$ cat config.mk
export PLATFORM = sky130hd
export DESIGN_NAME = mdu_issue_ctrl
export DESIGN_NICKNAME = d
export VERILOG_FILES = /design/src/rtl/mdu_issue_ctrl_pkg.sv /design/src/rtl/mdu_issue_ctrl.sv
export SDC_FILE = /design/constraint.sdc
export NUM_CORES = 1
export LEC_CHECK = 0
export ABC_CLOCK_PERIOD_IN_PS = 3400
export CELL_PAD_IN_SITES_DETAIL_PLACEMENT = 2
export CELL_PAD_IN_SITES_GLOBAL_PLACEMENT = 2
export CORE_MARGIN = 1
export CORE_UTILIZATION = 23
export CTS_BUF_LIST = sky130_fd_sc_hd__clkbuf_2 sky130_fd_sc_hd__clkbuf_4 sky130_fd_sc_hd__clkbuf_8
export DETAILED_ROUTE_END_ITERATION = 12
export PLACE_DENSITY = 0.95
export SYNTH_ARGS = -nofsm -noshare
export SYNTH_HDL_FRONTEND = slang
export SYNTH_SLANG_ARGS = --single-unit
$ cat constraint.sdc
create_clock -name clk -period 3.4 [get_ports clk]
set_input_delay 0.68 -clock clk [delete_from_list [all_inputs] [get_ports clk]]
set_output_delay 0.68 -clock clk [all_outputs]
set_load 0.02 [all_outputs]
$ cat src/rtl/mdu_issue_ctrl_pkg.sv
// mdu_issue_ctrl_pkg
// Shared definitions for the MDU issue controller: the M-extension funct3
// encodings (mirroring the named constants the core keeps in riscv_defines.vh)
// and the operand/result widths used on the MDU boundary.
// No ports; imported by mdu_issue_ctrl.
package mdu_issue_ctrl_pkg;

    localparam int XLEN = 32;

    // M-extension funct3 encodings
    localparam logic [2:0] F3_MUL    = 3'b000;
    localparam logic [2:0] F3_MULH   = 3'b001;
    localparam logic [2:0] F3_MULHSU = 3'b010;
    localparam logic [2:0] F3_MULHU  = 3'b011;
    localparam logic [2:0] F3_DIV    = 3'b100;
    localparam logic [2:0] F3_DIVU   = 3'b101;
    localparam logic [2:0] F3_REM    = 3'b110;
    localparam logic [2:0] F3_REMU   = 3'b111;

endpackage

$ cat src/rtl/mdu_issue_ctrl.sv
// mdu_issue_ctrl
// Requester-side controller for the multiply/divide unit. Accepts one
// M-extension op at a time from execute, runs the MDU start/done/ack
// handshake with operands held in registers, picks the architectural 32-bit
// result by funct3 and offers it to writeback over a valid/ready port.
// A flush kills the op's writeback but never abandons the MDU mid-operation.
//
// Ports:
//   clk, rst                    clock, synchronous active-high reset
//   req_valid/req_ready         op handshake from execute
//   req_funct3/rs1/rs2/rd       op fields
//   flush                       kill in-flight op
//   stall                       hold pipeline front end
//   mdu_start/mdu_ack           MDU handshake outputs
//   mdu_funct3/mdu_a/mdu_b      latched op towards the MDU
//   mdu_busy/mdu_done           MDU status
//   mdu_product/quotient/remainder  MDU results
//   wb_valid/wb_ready/wb_rd/wb_data writeback port
//   timeout_err                 sticky watchdog flag
module mdu_issue_ctrl
    import mdu_issue_ctrl_pkg::*;
#(
    parameter int TIMEOUT_CYCLES = 64
) (
    input  logic              clk,
    input  logic              rst,
    input  logic              req_valid,
    output logic              req_ready,
    input  logic [2:0]        req_funct3,
    input  logic [XLEN-1:0]   req_rs1,
    input  logic [XLEN-1:0]   req_rs2,
    input  logic [4:0]        req_rd,
    input  logic              flush,
    output logic              stall,
    output logic              mdu_start,
    output logic              mdu_ack,
    output logic [2:0]        mdu_funct3,
    output logic [XLEN-1:0]   mdu_a,
    output logic [XLEN-1:0]   mdu_b,
    input  logic              mdu_busy,
    input  logic              mdu_done,
    input  logic [2*XLEN-1:0] mdu_product,
    input  logic [XLEN-1:0]   mdu_quotient,
    input  logic [XLEN-1:0]   mdu_remainder,
    output logic              wb_valid,
    input  logic              wb_ready,
    output logic [4:0]        wb_rd,
    output logic [XLEN-1:0]   wb_data,
    output logic              timeout_err
);

    localparam int WD_W = $clog2(TIMEOUT_CYCLES + 1);
    localparam logic [WD_W-1:0] WD_LIMIT = WD_W'(TIMEOUT_CYCLES);

    localparam logic [2:0] ST_IDLE  = 3'd0;
    localparam logic [2:0] ST_ISSUE = 3'd1;
    localparam logic [2:0] ST_WAIT  = 3'd2;
    localparam logic [2:0] ST_ACK   = 3'd3;
    localparam logic [2:0] ST_WB    = 3'd4;

    logic [2:0]      state_q;
    logic [2:0]      state_d;
    logic            killed_q;
    logic [WD_W-1:0] wd_cnt_q;
    logic [XLEN-1:0] res_q;
    logic            accept;
    logic            in_flight;

    // Maps funct3 onto the MDU output that holds the architectural result.
    // Signedness and divide corner cases are already resolved by the MDU.
    function automatic logic [XLEN-1:0] select_result(
        input logic [2:0]        f3,
        input logic [2*XLEN-1:0] product,
        input logic [XLEN-1:0]   quotient,
        input logic [XLEN-1:0]   remainder
    );
        logic [XLEN-1:0] r;
        case (f3)
            F3_MUL:                     r = product[XLEN-1:0];
            F3_MULH, F3_MULHSU, F3_MULHU: r = product[2*XLEN-1:XLEN];
            F3_DIV, F3_DIVU:            r = quotient;
            default:                    r = remainder;
        endcase
        return r;
    endfunction

    // Handshake outputs decode straight from the state register; a flush in
    // WB suppresses wb_valid in the same cycle so nothing gets written.
    always_comb begin
        req_ready = (state_q == ST_IDLE) && !mdu_busy && !flush;
        accept    = req_valid && req_ready;
        in_flight = (state_q == ST_ISSUE) || (state_q == ST_WAIT) || (state_q == ST_ACK);
        stall     = (state_q != ST_IDLE) || (req_valid && !req_ready);
        mdu_start = (state_q == ST_ISSUE);
        mdu_ack   = (state_q == ST_ACK);
        wb_valid  = (state_q == ST_WB) && !flush;
        wb_data   = res_q;
    end

    // Next-state logic. ACK is held until the MDU has dropped done, and a
    // flush arriving in that final ACK cycle still counts as a kill.
    always_comb begin
        state_d = state_q;
        case (state_q)
            ST_IDLE:  if (accept) state_d = ST_ISSUE;
            ST_ISSUE: state_d = ST_WAIT;
            ST_WAIT:  if (mdu_done) state_d = ST_ACK;
            ST_ACK: begin
                if (!mdu_done) state_d = (killed_q || flush) ? ST_IDLE : ST_WB;
            end
            ST_WB:    if (flush || wb_ready) state_d = ST_IDLE;
            default:  state_d = ST_IDLE;
        endcase
    end

    // State, operand latches, kill flag, result capture and the saturating
    // watchdog. The watchdog only flags; the FSM keeps waiting for done.
    always_ff @(posedge clk) begin
        if (rst) begin
            state_q     <= ST_IDLE;
            killed_q    <= 1'b0;
            wd_cnt_q    <= '0;
            timeout_err <= 1'b0;
            res_q       <= '0;
            mdu_funct3  <= '0;
            mdu_a       <= '0;
            mdu_b       <= '0;
            wb_rd       <= '0;
        end else begin
            state_q <= state_d;
            if (accept) begin
                mdu_funct3 <= req_funct3;
                mdu_a      <= req_rs1;
                mdu_b      <= req_rs2;
                wb_rd      <= req_rd;
                killed_q   <= 1'b0;
                wd_cnt_q   <= '0;
            end else begin
                if (flush && in_flight) killed_q <= 1'b1;
                if (state_q == ST_WAIT && wd_cnt_q != WD_LIMIT) wd_cnt_q <= wd_cnt_q + WD_W'(1);
            end
            if (wd_cnt_q == WD_LIMIT) timeout_err <= 1'b1;
            if (state_q == ST_WAIT && mdu_done) begin
                res_q <= select_result(mdu_funct3, mdu_product, mdu_quotient, mdu_remainder);
            end
        end
    end

endmodule

* Yosys cells after proc, flatten, opt, wreduce, memory -nomap -nowiden *
Cells that the tools add are included.

word-level totals
  flip-flop bits (word level) = 116
  input bits = 207
  output and inout bits = 110
  logic and storage cells = 55

cells by class
  add/subtract/negate cells = 1
  equality and inequality tests = 15
  muxes and demuxes = 7
  reduce and logical (&&, ||, !) cells = 23

operators with widths
  cell                   count
  $pmux W32 S3           1
  $mux W3                5
  $pmux W3 S5            1
  $eq A3 B2 Y1 const B   4
  $eq A3 B3 Y1 const B   3
  $logic_and A1 B1 Y1    8
  $add A7 B1 Y7 const B  1
  $eq A7 B7 Y1 const B   1
  $ne A7 B7 Y1 const B   1
  $eq A3 B1 Y1 const B   2
  $logic_not A3 Y1       2
  $ne A2 B2 Y1 const B   3
  $logic_or A1 B1 Y1     5
  $reduce_and A4 Y1      1
  $reduce_or A2 Y1       2
  $logic_not A1 Y1       3
  $reduce_bool A3 Y1     1
  $reduce_or A3 Y1       1
  $ne A2 B1 Y1 const B   1

* Logic depth before layout (Yosys ltp) *
  depth after elaboration = 6
  gate-level depth with buffers = 6
  gate-level depth less buffers = 5

* Least setup slack after synthesis *
No wires, ideal clock.

  path kind = register to output
  from = register state_q[0]
  to = output req_ready
  data arrival time = 1535 ps
  required time = 2720 ps
  path slack = 1185 ps
  stages on the path, launching flop included = 6
  buffers on the path = 3
  cell sequence = dfxtp_1 > buf_6 > or3_4 > buf_6 > buf_2 > nor3_1

on the way
  longest elaborated chain between the ends = 3

ends and longest elaborated chain
  what                              RTL line               source
  from (decl)                       mdu_issue_ctrl.sv:61   logic [2:0] state_q;
  from (signal assigned)            mdu_issue_ctrl.sv:130  state_q <= state_d;
  $logic_not A3 Y1                  mdu_issue_ctrl.sv:90   req_ready = (state_q == ST_IDLE) && !mdu_busy && !flush;
  $logic_and A1 B1 Y1 (2 in a row)  mdu_issue_ctrl.sv:90
  to (decl)                         mdu_issue_ctrl.sv:28   output logic req_ready,

Every way passes these cells.

* Worst setup path after layout *
  from = input flush
  to = output wb_valid

on the way
  longest elaborated chain between the ends = 2

ends and longest elaborated chain
  what                 RTL line              source
  from (decl)          mdu_issue_ctrl.sv:33  input logic flush,
  $logic_not A1 Y1     mdu_issue_ctrl.sv:96  wb_valid = (state_q == ST_WB) && !flush;
  $logic_and A1 B1 Y1  mdu_issue_ctrl.sv:96
  to (decl)            mdu_issue_ctrl.sv:45  output logic wb_valid,

Every way passes these cells.

==> results.json <==
{
  "outcome": "finished, final reports clean",
  "dr.pass1.iters": 4,
  "final_max_slew_viols": 0,
  "chipHeight_um": 158,
  "critical_path_class": "in -> out",
  "path_clk_slew_ns": 0.07,
  "ys_seq_elements": 116,
  "grt_max_degree": 81,
  "syn2layout_area_growth_pct": 67.9,
  "ctsHtreeMaxLevel": 4,
  "syn_avg_cell_area_um2": 8.42,
  "combPwrFrac_pct": 18.6,
  "ctsRootBufferMaster": "clkbuf_8",
  "tritoncts_num_sinks": 116,
  "io_buffer_count": 316,
  "ff2ff_path_depth": 4,
  "synth_top_flop_cell": "dfxtp_1",
  "fraction_of_the_yosys_area_taken_by_sequential_cells_pct": 41.6,
  "route.vias.total": 6295,
  "power.share.sequential_pct": 39.5,
  "post-route-period-util_pct": 90.1,
  "initial_utilization_pct": 23.6,
  "drtAntennaViolNets": 0,
  "synth.largest_area_cell": "dfxtp_1",
  "post-synth-top-area-fraction_pct": 41.6,
  "place_hpwl_um": 18600,
  "synth_enable_flop_cells": 0,
  "worst-endpoint-arrival_ns": 2.39,
  "std_cell_rows": 56,
  "ys_top_cells_by_area": "dfxtp_1 (42%), a21oi_1 (7.2%), nand3_1 (6.5%)",
  "grt_setup_unrepaired": "no",
  "holdCritPathClass": "reg -> reg",
  "place.gp.congestion": 0.727,
  "worst_setup_path_start_kind": "primary input",
  "synth_cells": 663,
  "worst_clock_skew_on_the_final_layout_ns": 0.0189,
  "postPlaceCellArea_um2": 8920,
  "power_leakage_nw": 3.05,
  "termination_of_the_worst_setup_path": "wb_valid",
  "clock_power_share_pct": 41.9,
  "grt_use_total_pct": 20.3,
  "vdd_drop_max_uv": 271,
  "hold_violations": 0,
  "die_w_um": 158,
  "tightest_pin_transition_ns": 0.929,
  "synth_cell_types": 40,
  "design_area_um2": 9370,
  "max_freq_mhz": 326,
  "min_path_cells": 2,
  "timing.critical_path.from": "flush",
  "detailedRoute.firstIterationViolations": 190,
  "grt_pass1_vias": 6819,
  "netSwitchingPower_mw": 1.02,
  "clock_latency_ns": 0.43,
  "drt_wl_total_um": 26200,
  "finalNetCount": 1148,
  "synth.yosys.warnings": 0,
  "worst_setup_path_end_kind": "output pin",
  "dieArea_um2": 24900,
  "reg2reg_from": "state_q[1]",
  "core_area_um2": 23600,
  "post_drt_via_cell_ratio": 4.95,
  "fin_tns_setup_ns": 0,
  "tritoncts": "yes",
  "timing.final.crit_period_ns": 3.07,
  "switching_share_pct": 28.4,
  "rrSetupSlack_ns": 1.34,
  "detail_route.drc_violations": 0,
  "max_cap_viol_count": 0,
  "path_max_fanout": 7,
  "cts_made_buffers": 17,
  "slew_headroom_pct": 38.1,
  "worst_r2r_endpoint": "mdu_b[6]",
  "synth_fp_nets": 872,
  "power_density_of_the_placed_cells_nw_per_um2": 384,
  "setup_viol_count_final": 0,
  "cell_area_after_synthesis_um2": 5580,
  "postSynth.asyncResetShare_pct": 0,
  "ctsLongestPathBuffers": 2,
  "cts_setup_buffers": 0,
  "overflow": 0,
  "antenna_violations_before_repair": 0,
  "routed_wire_length_per_instance_um": 20.6,
  "cts.repair.resized": 0,
  "grt_pass1_wl_um": 38500,
  "internal_power_mw": 2.58,
  "drive_gt1_share_pct": 5.78,
  "critical_path_required_ns": 2.72,
  "io_pins": 317,
  "hold_buffers": 0
}
==> stage by stage <==
step,worst slack [ns],power [mW],instances,hold slack (ns),utilization [%]
final,0.335,3.60,1272,0.463,39.7
after global routing,0.171,3.77,1271,0.429,39.7
after CTS,0.349,3.67,1271,0.434,39.7
after detailed placement,0.357,2.13,1239,0.455,37.8
after global placement,0.382,2.11,1239,0.437,37.8
after floorplan,1.19,1.72,663,0.426,-
==> layout by cell type (no fill, tap or decap), types with 3 or more instances in the layout <==
master	n
clkinv_4	3
inv_1	37
o21a_1	32
buf_4	11
and2_1	32
or3_1	4
o21ai_0	72
clkdlybuf4s50_1	315
nand2_1	3
a21oi_1	80
nand3_1	73
o21ai_1	8
o32ai_1	32
a211oi_1	32
nor2_1	8
inv_6	6
mux2i_1	34
clkbuf_8	17
dfxtp_1	114
bufinv_16	4
==> worst min-delay path by stage <==
stage | start | end | slack, ns
final | killed_q | killed_q | 0.46
after detailed placement | wb_data[15] | wb_data[15] | 0.45
after floorplan | killed_q | killed_q | 0.43
after global routing | rst | timeout_err | 0.43
after CTS | rst | timeout_err | 0.43
after global placement | killed_q | killed_q | 0.44
==> registers in the layout (all words and copies together), names as in the netlist <==
| register | flops |
|---|---|
| timeout_err | 1 |
| wb_data | 32 |
| mdu_b | 32 |
| mdu_a | 32 |
| killed_q | 1 |
| state_q | 3 |
| wb_rd | 5 |
| wd_cnt_q | 7 |
| mdu_funct3 | 3 |
==> kinds of logic after synthesis <==
group	after synthesis	share of synthesized area (%)
buf+inv	108	8.56
mux	34	6.10
simple gates	140	14.2
fa+ha+maj	2	0.448
flops	116	41.6
compound gates	263	29.1
==> power groups by stage <==
stage	Combinational, mW	Clock (mW)	Sequential (mW)
after CTS	0.680	1.57	1.42
after floorplan	0.229	0	1.49
after detailed placement	0.677	0	1.45
after global routing	0.717	1.63	1.43
final	0.671	1.51	1.42
after global placement	0.659	0	1.45
==> worst max-delay path: stages <==
cell             delay [ns]
clkdlybuf4s50_1        0.57
nor4b_1                0.45
clkdlybuf4s50_1        0.68
==> cell type report <==
type	count	area (um2)
diodes	1	2.50
clock buffers	17	234
clock inverters	15	215
fillers	2627	14200
inverters	37	139
multi-input cells	439	2800
flip-flops and latches	116	2320
well taps	319	399
repair buffers	328	3260
==> routing by layer <==
metal / track usage, % / share of wire (%) / vias up
met4: 5.09 / 1.2 / 0
met2: 36.1 / 50 / 231
met3: 7.36 / 9.2 / 14
met5: 0 / 0 / -
met1: 22.9 / 40 / 3091
li1: - / - / 2959
==> cells in the mapped netlist, types with 3 or more instances <==
library cell	count
buf_6	3
o21ai_0	72
or3_1	4
clkbuf_1	42
inv_1	37
and2_1	32
a211oi_1	32
dfxtp_1	116
mux2i_1	34
nor2_1	9
o32ai_1	32
buf_2	16
nand3_1	73
nand2_1	3
o21ai_1	8
a21oi_1	80
o21a_1	32
buf_4	8
(Power assumes the default switching activity.)
